$ cat src/rtl/console_uart_tx_pkg.sv
// console_uart_tx_pkg: shared encodings for the console UART transmit path.
// Rev 1.0
`default_nettype none

package console_uart_tx_pkg;

  typedef enum logic [1:0] {
    UART_IDLE  = 2'd0,
    UART_START = 2'd1,
    UART_DATA  = 2'd2,
    UART_STOP  = 2'd3
  } uart_state_e;

  localparam int STAT_EMPTY = 0;
  localparam int STAT_FULL  = 1;
  localparam int STAT_BUSY  = 2;

  localparam logic [31:0] CON_ADDR = 32'hFFFF_FFF1;

  function automatic logic [31:0] status_word(input logic busy, input logic full,
                                              input logic empty);
    logic [31:0] w;
    w = '0;
    w[STAT_BUSY]  = busy;
    w[STAT_FULL]  = full;
    w[STAT_EMPTY] = empty;
    return w;
  endfunction

endpackage

`default_nettype wire

$ cat src/rtl/console_uart_tx_sync_fifo.sv
// sync_fifo: single-clock FIFO with registered occupancy count.
// Rev 1.0
`default_nettype none

module sync_fifo #(
  parameter int WIDTH = 8,
  parameter int DEPTH = 8
) (
  input  logic                     i_clk,
  input  logic                     i_reset,
  input  logic                     i_push,
  input  logic                     i_pop,
  input  logic [WIDTH-1:0]         i_wdata,
  output logic [WIDTH-1:0]         o_rdata,
  output logic                     o_empty,
  output logic                     o_full,
  output logic [$clog2(DEPTH):0]   o_count
);

  localparam int AW = $clog2(DEPTH);
  localparam int CW = AW + 1;

  logic [WIDTH-1:0] r_mem [DEPTH];
  logic [AW-1:0]    r_wr_ptr;
  logic [AW-1:0]    r_rd_ptr;
  logic [CW-1:0]    r_count;
  logic             w_push;
  logic             w_pop;

  assign o_empty = (r_count == '0);
  assign o_full  = (r_count == CW'(DEPTH));
  assign o_count = r_count;
  assign o_rdata = r_mem[r_rd_ptr];

  // A push into a full FIFO is allowed only when the head leaves in the same cycle.
  assign w_push = i_push & (~o_full | i_pop);
  assign w_pop  = i_pop & ~o_empty;

  always_ff @(posedge i_clk) begin
    if (w_push) begin
      r_mem[r_wr_ptr] <= i_wdata;
    end
  end

  always_ff @(posedge i_clk or posedge i_reset) begin
    if (i_reset) begin
      r_wr_ptr <= '0;
      r_rd_ptr <= '0;
      r_count  <= '0;
    end else begin
      if (w_push) r_wr_ptr <= r_wr_ptr + 1'b1;
      if (w_pop)  r_rd_ptr <= r_rd_ptr + 1'b1;
      case ({w_push, w_pop})
        2'b10:   r_count <= r_count + 1'b1;
        2'b01:   r_count <= r_count - 1'b1;
        default: r_count <= r_count;
      endcase
    end
  end

endmodule

`default_nettype wire

$ cat src/rtl/console_uart_tx.sv
// console_uart_tx: Wishbone console slave that serializes written bytes as 8N1 UART.
// Rev 1.0
`default_nettype none

module console_uart_tx
  import console_uart_tx_pkg::*;
#(
  parameter int CLKS_PER_BIT = 16,
  parameter int FIFO_DEPTH   = 8
) (
  input  logic        i_clk,
  input  logic        i_reset,
  input  logic        i_wb_stb,
  input  logic        i_wb_we,
  input  logic [31:0] i_wb_data,
  output logic [31:0] o_wb_data,
  output logic        o_wb_ack,
  output logic        o_wb_stall,
  output logic        o_tx
);

  localparam int BAUD_W = (CLKS_PER_BIT > 2) ? $clog2(CLKS_PER_BIT) : 1;
  localparam int CNT_W  = $clog2(FIFO_DEPTH) + 1;

  uart_state_e       r_state;
  uart_state_e       w_state_next;
  logic [BAUD_W-1:0] r_baud;
  logic [2:0]        r_bit;
  logic [7:0]        r_shift;
  logic              r_ack;
  logic [31:0]       r_rdata;

  logic              w_accept;
  logic              w_push;
  logic              w_pop;
  logic              w_busy;
  logic              w_baud_done;
  logic              w_fifo_full;
  logic              w_fifo_empty;
  logic [7:0]        w_fifo_data;
  logic [CNT_W-1:0]  w_fifo_count;
  logic              w_unused;

  assign w_unused = ^{i_wb_data[31:8], w_fifo_count};

  sync_fifo #(
    .WIDTH (8),
    .DEPTH (FIFO_DEPTH)
  ) u_fifo (
    .i_clk   (i_clk),
    .i_reset (i_reset),
    .i_push  (w_push),
    .i_pop   (w_pop),
    .i_wdata (i_wb_data[7:0]),
    .o_rdata (w_fifo_data),
    .o_empty (w_fifo_empty),
    .o_full  (w_fifo_full),
    .o_count (w_fifo_count)
  );

  // Only writes can stall; full comes from the registered count, so a pop this cycle does not help.
  assign o_wb_stall  = i_wb_stb & i_wb_we & w_fifo_full;
  assign w_accept    = i_wb_stb & ~o_wb_stall;
  assign w_push      = w_accept & i_wb_we;
  assign w_busy      = (r_state != UART_IDLE);
  assign w_baud_done = (r_baud == BAUD_W'(CLKS_PER_BIT - 1));

  assign o_wb_ack  = r_ack;
  assign o_wb_data = r_rdata;

  always_ff @(posedge i_clk or posedge i_reset) begin
    if (i_reset) begin
      r_ack   <= 1'b0;
      r_rdata <= '0;
    end else begin
      r_ack   <= w_accept;
      r_rdata <= (w_accept & ~i_wb_we) ? status_word(w_busy, w_fifo_full, w_fifo_empty) : '0;
    end
  end

  always_comb begin
    w_state_next = r_state;
    w_pop        = 1'b0;
    o_tx         = 1'b1;
    case (r_state)
      UART_IDLE: begin
        if (!w_fifo_empty) begin
          w_pop        = 1'b1;
          w_state_next = UART_START;
        end
      end
      UART_START: begin
        o_tx = 1'b0;
        if (w_baud_done) w_state_next = UART_DATA;
      end
      UART_DATA: begin
        o_tx = r_shift[0];
        if (w_baud_done && (r_bit == 3'd7)) w_state_next = UART_STOP;
      end
      UART_STOP: begin
        if (w_baud_done) w_state_next = UART_IDLE;
      end
      default: w_state_next = UART_IDLE;
    endcase
  end

  always_ff @(posedge i_clk or posedge i_reset) begin
    if (i_reset) begin
      r_state <= UART_IDLE;
    end else begin
      r_state <= w_state_next;
    end
  end

  always_ff @(posedge i_clk or posedge i_reset) begin
    if (i_reset) begin
      r_baud  <= '0;
      r_bit   <= '0;
      r_shift <= '0;
    end else begin
      if ((r_state == UART_IDLE) || (w_state_next != r_state) || w_baud_done) begin
        r_baud <= '0;
      end else begin
        r_baud <= r_baud + 1'b1;
      end
      if (w_pop) begin
        r_shift <= w_fifo_data;
        r_bit   <= '0;
      end else if ((r_state == UART_DATA) && w_baud_done) begin
        r_shift <= r_shift >> 1;
        r_bit   <= r_bit + 1'b1;
      end
    end
  end

endmodule

`default_nettype wire

$ cat config.mk
export PLATFORM = sky130hd
export DESIGN_NAME = console_uart_tx
export DESIGN_NICKNAME = d
export VERILOG_FILES = /design/src/rtl/console_uart_tx_pkg.sv /design/src/rtl/console_uart_tx_sync_fifo.sv /design/src/rtl/console_uart_tx.sv
export SDC_FILE = /design/constraint.sdc
export NUM_CORES = 1
export LEC_CHECK = 0
export ABC_AREA = 0
export BUFFER_PORTS_ARGS = -buffer_cell sky130_fd_sc_hd__buf_2
export CAP_MARGIN = 20
export CORE_ASPECT_RATIO = 0.6
export CORE_UTILIZATION = 30
export CTS_CLUSTER_SIZE = 25
export DETAILED_ROUTE_END_ITERATION = 10
export GPL_TIMING_DRIVEN = 0
export PLACE_DENSITY_LB_ADDON = 0.3
export SLEW_MARGIN = 40
export SYNTH_ARGS = -nofsm -noshare
export SYNTH_HDL_FRONTEND = slang
export SYNTH_SLANG_ARGS = --single-unit
$ cat constraint.sdc
create_clock -name i_clk -period 2.7 [get_ports i_clk]
set_input_delay 0.54 -clock i_clk [delete_from_list [all_inputs] [get_ports i_clk]]
set_output_delay 0.54 -clock i_clk [all_outputs]
set_load 0.02 [all_outputs]
==> flow_summary.json, run 1 <==
{
  "outcome": "finished, final reports clean",
  "power.density_nw_per_um2": 906.7,
  "dr.pass1.iters": 4,
  "peakVddDrop_v": 0.0003723,
  "syn_to_final_growth_pct": 17.80,
  "gr-total-overflow": 0,
  "synth_xor_area_share_pct": 2.534,
  "critPathRequiredTime_ns": 2.93,
  "tightest_slew_ns": 0.8411,
  "synth_edf_count": 64,
  "hold_ws_ns": 0.2791,
  "p_sw_mw": 1.371,
  "ys_seq_area_share_pct": 65.04,
  "syn_area_sq_um": 4148,
  "maxSlewViolCount": 0,
  "cp_slowest_cell": "or4b_1",
  "critPathLaunchType": "flip-flop",
  "critPathKind": "flip-flop to flip-flop",
  "p_leak_nw": 1.926,
  "wl_um": 7580,
  "period_needed_ns": 2.526,
  "synth_mux_area_share_pct": 12.52,
  "crit_chain": "buf_2 -> or4b_1 -> nor2b_2 -> inv_1 -> ha_2 -> xor2_1 -> ha_1 -> a21oi_1 -> xor2_1 -> nor2_1 -> xor2_1",
  "cp_top_family": "simple AND/OR/NAND/NOR gates",
  "grt_pass1_vias": 2066,
  "cts.sinks": 95,
  "cts_made_buffers": 9,
  "synth_ff_type": "edfxtp_1",
  "fmax_ghz": 0.3958,
  "die_w_um": 153.8,
  "internal-power_mw": 3.059,
  "cts.htree.levels": 3,
  "grt_max_degree": 32,
  "synth-seq-cells": 95,
  "min_path_type": "primary input to asynchronous set/reset pin",
  "postSynthAreaPerCell_sq_um": 15.89,
  "cts_tree": "built",
  "post_dp_cell_area_sq_um": 4581,
  "drc": 0,
  "core_region_area_sq_um": 13170,
  "setup_violations": 0,
  "async_reset_ff_share_pct": 32.63,
  "synthDistinctLibCells": 40,
  "clkPwrFrac_pct": 27.5,
  "max_stage_delay_ns": 0.55,
  "dp_cells": 478,
  "cp_max_fo": 9,
  "switching_share_pct": 30.95,
  "drive_above_1_share_pct": 29.01,
  "place_hpwl_um": 5366,
  "fillCellCount": 1232,
  "end_kind": "flip-flop",
  "clockBufferDepth": 2,
  "synthAdderAreaFrac_pct": 2.413,
  "p_comb_share_pct": 27.1,
  "die_h_um": 93.08,
  "post_cts.repair.setup_buffers": 0,
  "start_util_pct": 31.49,
  "final_hold_viol_count": 0,
  "drt_iter0_drc": 99,
  "critPathBufInv": 2,
  "io_buffers": 17,
  "grt_setup_unrepaired": "no",
  "die_area_sq_um": 14320,
  "antenna_found_initial": 0,
  "drtAntennaViolNets": 0,
  "rows": 32,
  "yosysWarnings": 0,
  "io_pins": 71,
  "fin_nets": 363,
  "synth_top_family_by_area": "multiplexers",
  "fin_area_sq_um": 4886,
  "period_share_pct": 93.57,
  "grt_pass1_wl_um": 11690,
  "grt.total_usage_pct": 11.39,
  "synth_cells": 261,
  "stdcell_count": 494,
  "relSlewSlack_pct": 43.72,
  "final.setup_skew_ns": 0.005477,
  "clk_latency_ns": 0.34,
  "cap_violations": 0,
  "crit_top_cell": "xor2_1",
  "seq_power_share_pct": 45.4,
  "crit_arrival_ns": 2.76,
  "antenna_cells": 0,
  "postCtsHoldBufs": 0,
  "worst_setup_hold_path_clk_slew_ns": 0.07,
  "wl_per_cell_um": 15.34,
  "cts-root-buf": "clkbuf_16",
  "vias": 2183,
  "synth-simple-area-share_pct": 6.908,
  "viasPerCell": 4.419,
  "synth_compound_area_share_pct": 3.137,
  "place_congestion": 0.7086,
  "utilization_pct": 37.09
}
-- per-layer routing --
metal | track usage [%] | vias up | share of wire [%]
li1 | - | 1042 | -
met2 | 16.48 | 51 | 43
met3 | 3.105 | 10 | 3.9
met1 | 16.08 | 1080 | 51
met4 | 4.750 | 0 | 1.6
met5 | 0 | - | 0
-- through the flow --
step           TNS [ns]  power [mW]  setup WS [ns]
2_1_floorplan         0       2.924         0.3540
3_3_place_gp     -3.825       3.180        -0.2567
3_5_place_dp          0       3.238         0.1406
4_1_cts               0       4.470        0.09100
5_1_grt               0       4.675       0.004833
6_report              0       4.430         0.1737
-- sequential cells by signal (all words and copies together) (netlist names), 3 cells and up --
signal           cells
u_fifo.r_mem        64
r_bit                3
u_fifo.o_count       4
r_baud               4
u_fifo.r_rd_ptr      3
u_fifo.r_wr_ptr      3
r_shift              8
o_wb_data            3
-- power groups by stage --
stage	Combinational [mW]	Clock [mW]	Sequential [mW]
2_1_floorplan	0.939	0	1.99
3_3_place_gp	1.16	0	2.02
3_5_place_dp	1.20	0	2.03
4_1_cts	1.21	1.25	2.01
5_1_grt	1.32	1.31	2.04
6_report	1.20	1.22	2.01
-- cells by family (layout without fill, tap and decap cells) --
kind of cell | after synthesis | in the layout
other cells | 1 | 29
flops | 95 | 95
compound gates | 18 | 18
mux | 29 | 29
fa+ha+maj | 8 | 8
simple gates | 56 | 56
xor+xnor | 12 | 12
buf+inv | 42 | 77
-- cell usage after synthesis (2+ instances only) --
cell / count / area, sq um
a21oi_1: 6 / 30.03
a221o_1: 6 / 60.06
buf_2: 3 / 15.01
buf_4: 30 / 225.2
buf_6: 2 / 22.52
dfrtp_1: 31 / 775.7
edfxtp_1: 64 / 1922
ha_1: 8 / 100.1
inv_1: 4 / 15.01
mux2_2: 2 / 22.52
mux2i_1: 11 / 110.1
mux4_1: 7 / 183.9
mux4_2: 9 / 202.7
nand2_1: 10 / 37.54
nand2b_1: 5 / 31.28
nor2_1: 24 / 90.09
nor2b_1: 3 / 18.77
nor3_1: 2 / 10.01
nor4bb_1: 2 / 20.02
o21ai_0: 2 / 10.01
xnor2_1: 7 / 61.31
xor2_1: 5 / 43.79
-- what timing repair did --
item | 4_1_cts | 5_1_grt
endpoints found under the setup margin | 0 | 1
endpoints found under the hold margin | 0 | 0
gates resized for setup | 0 | 2
-- final cells by class --
class	count	area [sq um]	share of cell area, %
sequential	95	2698	55.21
multi-input combinational	152	1277	26.15
buffer	37	286.5	5.864
clock buffer	9	225.2	4.609
tap	170	212.7	4.353
timing repair buffer	19	100.1	2.049
clock inverter	7	67.56	1.383
inverter	5	18.77	0.3841
-- cells in the final DEF (no fill, tap or decap), drive strengths merged --
cell type,instances
buf,55
o2bb2ai,1
mux2,2
nor3b,1
nand3b,1
a21oi,6
nor2b,3
edfxtp,64
nor4,1
o21a,1
nand4,1
or4,1
ha,8
nor4bb,2
or4b,1
a221o,6
o21ai,2
nor2,25
inv,8
conb,29
a211oi,1
o22ai,1
clkbuf,10
nand2,10
nor3,2
xor2,5
xnor2,7
mux4,16
mux2i,11
dfrtp,31
and3b,1
nand4b,1
clkinv,4
nand2b,5
nand3,1
-- path summary, 6_finish.rpt --
check	slack, ns	cells after the start	to	from
max in group asynchronous	1.99	2	u_fifo.r_rd_ptr[0]	i_reset
max reg2reg	0.17	11	u_fifo.o_count[2]	u_fifo.o_count[1]
min in group i_clk	0.47	2	o_wb_ack	i_wb_stb
min	0.28	2	u_fifo.r_wr_ptr[1]	i_reset
max	0.17	11	u_fifo.o_count[2]	u_fifo.o_count[1]
min reg2reg	0.50	1	r_baud[0]	r_baud[0]
No activity file was read; power rests on OpenSTA's default activity.
==> inputs of run 2 (changes only) <==
--- a/config.mk
+++ b/config.mk
@@ -6,12 +6,12 @@
 export NUM_CORES = 1
 export LEC_CHECK = 0
 export ABC_AREA = 0
-export BUFFER_PORTS_ARGS = -buffer_cell sky130_fd_sc_hd__buf_2
 export CAP_MARGIN = 20
 export CORE_ASPECT_RATIO = 0.6
 export CORE_UTILIZATION = 30
 export CTS_CLUSTER_SIZE = 25
 export DETAILED_ROUTE_END_ITERATION = 10
+export DONT_BUFFER_PORTS = 1
 export GPL_TIMING_DRIVEN = 0
 export PLACE_DENSITY_LB_ADDON = 0.3
 export SLEW_MARGIN = 40
==> run 2 against run 1 <==
  * Count of clock-buffer cells in the layout did not move
  * Die area did not move
  * Sequential share of layout area rose by 1.1 points
  * Sequential power barely moved
  * Sequential cell count did not move
  * Largest power group unchanged
==> flow_summary.json, run 2 (same netlist as run 1, synthesis figures left out) <==
{
  "rrSetupSlack_ns": 0.18,
  "fillCellCount": 1245,
  "worst-path-stages": 10,
  "mostFrequentLayoutCell": "edfxtp_1",
  "p_sw_mw": 1.318,
  "die_h_um": 93.08,
  "start_util_pct": 31.49,
  "final_hold_viol_count": 0,
  "seq_power_share_pct": 46.2,
  "hold_ws_ns": 0.1814,
  "place_congestion": 0.7046,
  "timing.final.ws_setup_ns": 0.1829,
  "maxSlewViolCount": 0,
  "critPathRequiredTime_ns": 2.92,
  "worst_setup_hold_path_clk_slew_ns": 0.07,
  "drive_above_1_share_pct": 24.43,
  "busiest_layer": "met2",
  "cts_made_buffers": 9,
  "dpl_worst_slack_ns": 0.1414,
  "fmax_ghz": 0.3973,
  "cp_max_fo": 8,
  "p_leak_nw": 1.844,
  "critPathBufInv": 1,
  "wl_um": 7476,
  "gr-total-overflow": 0,
  "switching_share_pct": 30.26,
  "drtAntennaViolNets": 0,
  "crit_top_cell": "xor2_1",
  "post_dp_cell_area_sq_um": 4496,
  "grt_pass1_wl_um": 11630,
  "post_cts.repair.setup_buffers": 0,
  "setup_violations": 0,
  "io_buffers": 0,
  "power_mw": 4.355,
  "regMostFlops": "u_fifo.r_mem",
  "cp_slowest_cell": "or4b_1",
  "dp_cells": 461,
  "io_pins": 71,
  "outcome": "finished, final reports clean",
  "grt_setup_unrepaired": "no",
  "clockBufferDepth": 2,
  "cts.sinks": 95,
  "stdcell_count": 477,
  "tns_ns": 0,
  "clk_latency_ns": 0.34,
  "cts-root-buf": "clkbuf_16",
  "syn_to_final_growth_pct": 15.51,
  "core_region_area_sq_um": 13170,
  "rows": 32,
  "min_path_type": "primary input to asynchronous set/reset pin",
  "cts.htree.levels": 3,
  "tightest_slew_ns": 0.8581,
  "grt_max_degree": 32,
  "antenna_cells": 0,
  "period_share_pct": 93.22,
  "drc": 0,
  "grt.total_usage_pct": 11.24,
  "largest_register_ffs": 64,
  "end_kind": "flip-flop",
  "period_needed_ns": 2.517,
  "globalRouteMet1Util_pct": 15.95,
  "layout_common_cells": "edfxtp_1 (64), buf_4 (32), dfrtp_1 (31)",
  "postCtsHoldBufs": 0,
  "power.density_nw_per_um2": 909.0,
  "timing.rr.end": "u_fifo.o_count[2]",
  "cp_top_family": "simple AND/OR/NAND/NOR gates",
  "grt_pass1_vias": 2106,
  "die_w_um": 153.8,
  "viasPerCell": 4.363,
  "utilization_pct": 36.37,
  "cts_tree": "built",
  "cap_violations": 0,
  "critPathKind": "flip-flop to flip-flop",
  "internal-power_mw": 3.037,
  "drt_iter0_drc": 136,
  "r2r_start": "u_fifo.o_count[0]",
  "vias": 2081,
  "antenna_found_initial": 0,
  "critPathLaunchType": "flip-flop",
  "peakVddDrop_v": 0.0004326,
  "wl_per_cell_um": 15.67,
  "place_hpwl_um": 5382,
  "die_area_sq_um": 14320,
  "reg2reg_depth": 10,
  "p_comb_share_pct": 26.3,
  "relSlewSlack_pct": 42.59,
  "final.setup_skew_ns": 0.01017,
  "dr.pass1.iters": 4,
  "use_met2_pct": 16.74,
  "crit_arrival_ns": 2.73,
  "max_stage_delay_ns": 0.60,
  "fin_nets": 346,
  "use_met3_pct": 3.151,
  "fin_area_sq_um": 4791,
  "top_regs": "u_fifo.r_mem x64, r_shift x8",
  "clkPwrFrac_pct": 27.4,
  "crit_chain": "or4b_1 -> nor2b_1 -> inv_1 -> ha_2 -> xor2_1 -> ha_1 -> a21oi_1 -> xor2_1 -> nor2_1 -> xor2_1"
}
-- run 2: changes by cell type in the layout (fill, tap and decap cells not counted) --
cell,before,now
nor2b_2,1,0
clkinv_2,1,0
nor2_1,19,20
clkinv_8,1,0
clkinv_4,2,3
clkinvlp_4,0,1
nor2_2,5,4
buf_2,20,3
nor2b_1,2,3
-- run 2: cell type report --
type	instances	area, sq um	share of cell area [%]
inverter	5	18.77	0.3917
tap	170	212.7	4.440
multi-input combinational	152	1272	26.56
buffer	37	286.5	5.981
timing repair buffer	2	15.01	0.3134
clock inverter	7	62.56	1.306
clock buffer	9	225.2	4.701
sequential	95	2698	56.31
-- run 2: repair_timing --
| item | in CTS | in global routing |
|---|---|---|
| hold endpoints to repair | 0 | 0 |
| resized for setup | 0 | 1 |
| endpoints found under the setup margin | 0 | 2 |
-- run 2: per-layer routing --
| metal | routed length, um | part of all wire, % |
|---|---|---|
| met1 | 3921 | 52 |
| met2 | 3188 | 43 |
| met3 | 277 | 3.7 |
| met4 | 90 | 1.2 |
| met5 | 0 | 0 |
-- run 2: power groups by stage --
stage / registers (mW) / logic (mW) / clock network, mW
after CTS: 2.02 / 1.17 / 1.24
after floorplan: 1.99 / 0.939 / 0
after global routing: 2.05 / 1.27 / 1.30
after global placement: 2.03 / 1.12 / 0
final: 2.01 / 1.15 / 1.20
after detailed placement: 2.04 / 1.16 / 0
-- run 2: how the worst max path moves through the flow --
stage	to	slack (ns)	startpoint
5_1_grt	u_fifo.o_count[3]	0.006	u_fifo.o_count[0]
2_1_floorplan	u_fifo.o_count[2]	0.35	u_fifo.o_count[2]
3_5_place_dp	u_fifo.o_count[2]	0.14	u_fifo.o_count[0]
6_report	u_fifo.o_count[2]	0.18	u_fifo.o_count[0]
4_1_cts	u_fifo.o_count[2]	0.12	u_fifo.o_count[0]
3_3_place_gp	u_fifo.r_mem[1][1]	-0.27	u_fifo.o_count[0]
==> inputs of run 3 (changes only) <==
--- a/config.mk
+++ b/config.mk
@@ -12,8 +12,8 @@
 export CTS_CLUSTER_SIZE = 25
 export DETAILED_ROUTE_END_ITERATION = 10
 export DONT_BUFFER_PORTS = 1
-export GPL_TIMING_DRIVEN = 0
 export PLACE_DENSITY_LB_ADDON = 0.3
+export REMOVE_ABC_BUFFERS = 1
 export SLEW_MARGIN = 40
 export SYNTH_ARGS = -nofsm -noshare
 export SYNTH_HDL_FRONTEND = slang
==> run 3 against run 2 <==
  * Total power increased by 2.1%
  * Wire length increased by 0.16%
  * Combinational power down 9%
  * First-iteration DRC count decreased by 8.8%
  * Sequential power up 2%
  * Global-route usage grew 0.43 points
  * Critical path type unchanged
  * Critical endpoint unchanged
  * Largest power group unchanged
==> flow_summary.json, run 3 (same netlist as run 1, synthesis figures left out) <==
{
  "worst_setup_hold_path_clk_slew_ns": 0.07,
  "max_stage_delay_ns": 0.59,
  "rrSetupSlack_ns": 0.20,
  "p_leak_nw": 1.731,
  "critPathLaunch": "u_fifo.o_count[2]",
  "grt_setup_unrepaired": "no",
  "gr-total-overflow": 0,
  "syn_to_final_growth_pct": 11.58,
  "min_path_type": "primary input to asynchronous set/reset pin",
  "cts.sinks": 95,
  "critPathRequiredTime_ns": 2.92,
  "fin_area_sq_um": 4628,
  "post_cts.repair.setup_buffers": 0,
  "timing.rr.end": "u_fifo.o_count[2]",
  "drt_iter0_drc": 124,
  "place_congestion": 0.7125,
  "maxSlewViolCount": 0,
  "antenna_cells": 0,
  "dp_cells": 438,
  "stdcell_count": 454,
  "die_area_sq_um": 14320,
  "vias": 2050,
  "final_hold_viol_count": 0,
  "fmax_ghz": 0.4004,
  "core_region_area_sq_um": 13170,
  "tightest_slew_ns": 0.6931,
  "cts_tree": "built",
  "cp_slowest_cell": "or4b_1",
  "post_dp_cell_area_sq_um": 4312,
  "io_pins": 71,
  "dr.pass1.iters": 4,
  "clk_latency_ns": 0.34,
  "io_buffers": 0,
  "wl_um": 7488,
  "period_share_pct": 92.50,
  "layout_common_cells": "edfxtp_1 (64), dfrtp_1 (31), conb_1 (29)",
  "final.setup_skew_ns": 0.006390,
  "cts_made_buffers": 9,
  "grt_max_degree": 18,
  "top_regs": "u_fifo.r_mem x64, r_shift x8",
  "crit_top_cell": "xor2_1",
  "cp_top_family": "simple AND/OR/NAND/NOR gates",
  "end_kind": "flip-flop",
  "place_hpwl_um": 5131,
  "wl_per_cell_um": 16.49,
  "grt.total_usage_pct": 11.67,
  "relSlewSlack_pct": 53.74,
  "grt_pass1_wl_um": 11880,
  "rows": 32,
  "outcome": "finished, final reports clean",
  "fin_nets": 323,
  "antenna_found_initial": 0,
  "grt_pass1_vias": 2015,
  "critPathBufInv": 1,
  "setup_violations": 0,
  "peakVddDrop_v": 0.0003080,
  "power.density_nw_per_um2": 960.5,
  "die_h_um": 93.08,
  "drc": 0,
  "cp_max_fo": 6,
  "crit_chain": "or4b_1 -> nor2b_1 -> inv_1 -> ha_2 -> xor2_1 -> ha_1 -> a21oi_1 -> xor2_1 -> nor2_1 -> xor2_1",
  "drtAntennaViolNets": 0,
  "regMostFlops": "u_fifo.r_mem",
  "clockBufferDepth": 2,
  "r2r_start": "u_fifo.o_count[2]",
  "cts-root-buf": "clkbuf_16",
  "period_needed_ns": 2.498,
  "drive_above_1_share_pct": 15.49,
  "hold_ws_ns": 0.1934,
  "die_w_um": 153.8,
  "tns_ns": 0,
  "critPathLaunchType": "flip-flop",
  "start_util_pct": 31.49,
  "reg2reg_depth": 10,
  "cts.htree.levels": 3,
  "viasPerCell": 4.515,
  "crit_arrival_ns": 2.72,
  "cap_violations": 0,
  "mostFrequentLayoutCell": "edfxtp_1",
  "largest_register_ffs": 64,
  "critPathKind": "flip-flop to flip-flop"
}
run 3: cell count changes in the layout (fill, tap and decap cells not counted), sizes merged:
cell and delta:
clkbuf +1, buf -22, clkinv -2, bufinv +2
inv -2
run 3: what timing repair did:
action | in CTS | in global routing
hold buffers | 0 | 0
resized for setup | 0 | 1
endpoints found under the setup margin | 0 | 1
run 3: per-layer routing:
metal,global-route usage (%),routed length (um),up-vias
met5,0,0,-
met4,5.000,91,0
met3,3.939,305,8
met2,15.64,3110,41
met1,16.93,3980,1049
li1,-,-,952
run 3: how the worst max path moves through the flow:
stage                             end  slack (ns)  cells past startpoint
global placement    u_fifo.o_count[2]        0.20                     10
detailed placement  u_fifo.o_count[2]        0.19                     10
global route        u_fifo.o_count[2]      0.0004                     10
finish              u_fifo.o_count[2]        0.20                     10
floorplan           u_fifo.o_count[2]        0.16                     10
CTS                 u_fifo.o_count[2]        0.16                     10
run 3: final cells by class:
cell class,instances,area [sq um]
clock inverters,5,81.33
repair buffers,16,132.6
well taps,170,212.7
multi-input cells,152,1252
inverters,5,18.77
fillers,1251,8544
clock buffers,11,232.7
flip-flops and latches,95,2698
run 3: power breakdown:
group / total (mW) / internal, mW / leakage [nW] / switching (mW)
registers: 2.05 / 1.82 / 0.962 / 0.236
logic: 1.05 / 0.538 / 0.619 / 0.514
clock network: 1.34 / 0.814 / 0.150 / 0.529
total: 4.45 / 3.17 / 1.73 / 1.28
run 3: per-stage QoR:
step | power, mW | utilization [%] | setup slack, ns
final | 4.445 | 35.13 | 0.2025
after detailed placement | 3.145 | 32.73 | 0.1869
after floorplan | 2.810 | - | 0.1572
after CTS | 4.503 | 35.12 | 0.1617
after global routing | 4.702 | 35.13 | 0.0004101
after global placement | 3.110 | 32.73 | 0.1985
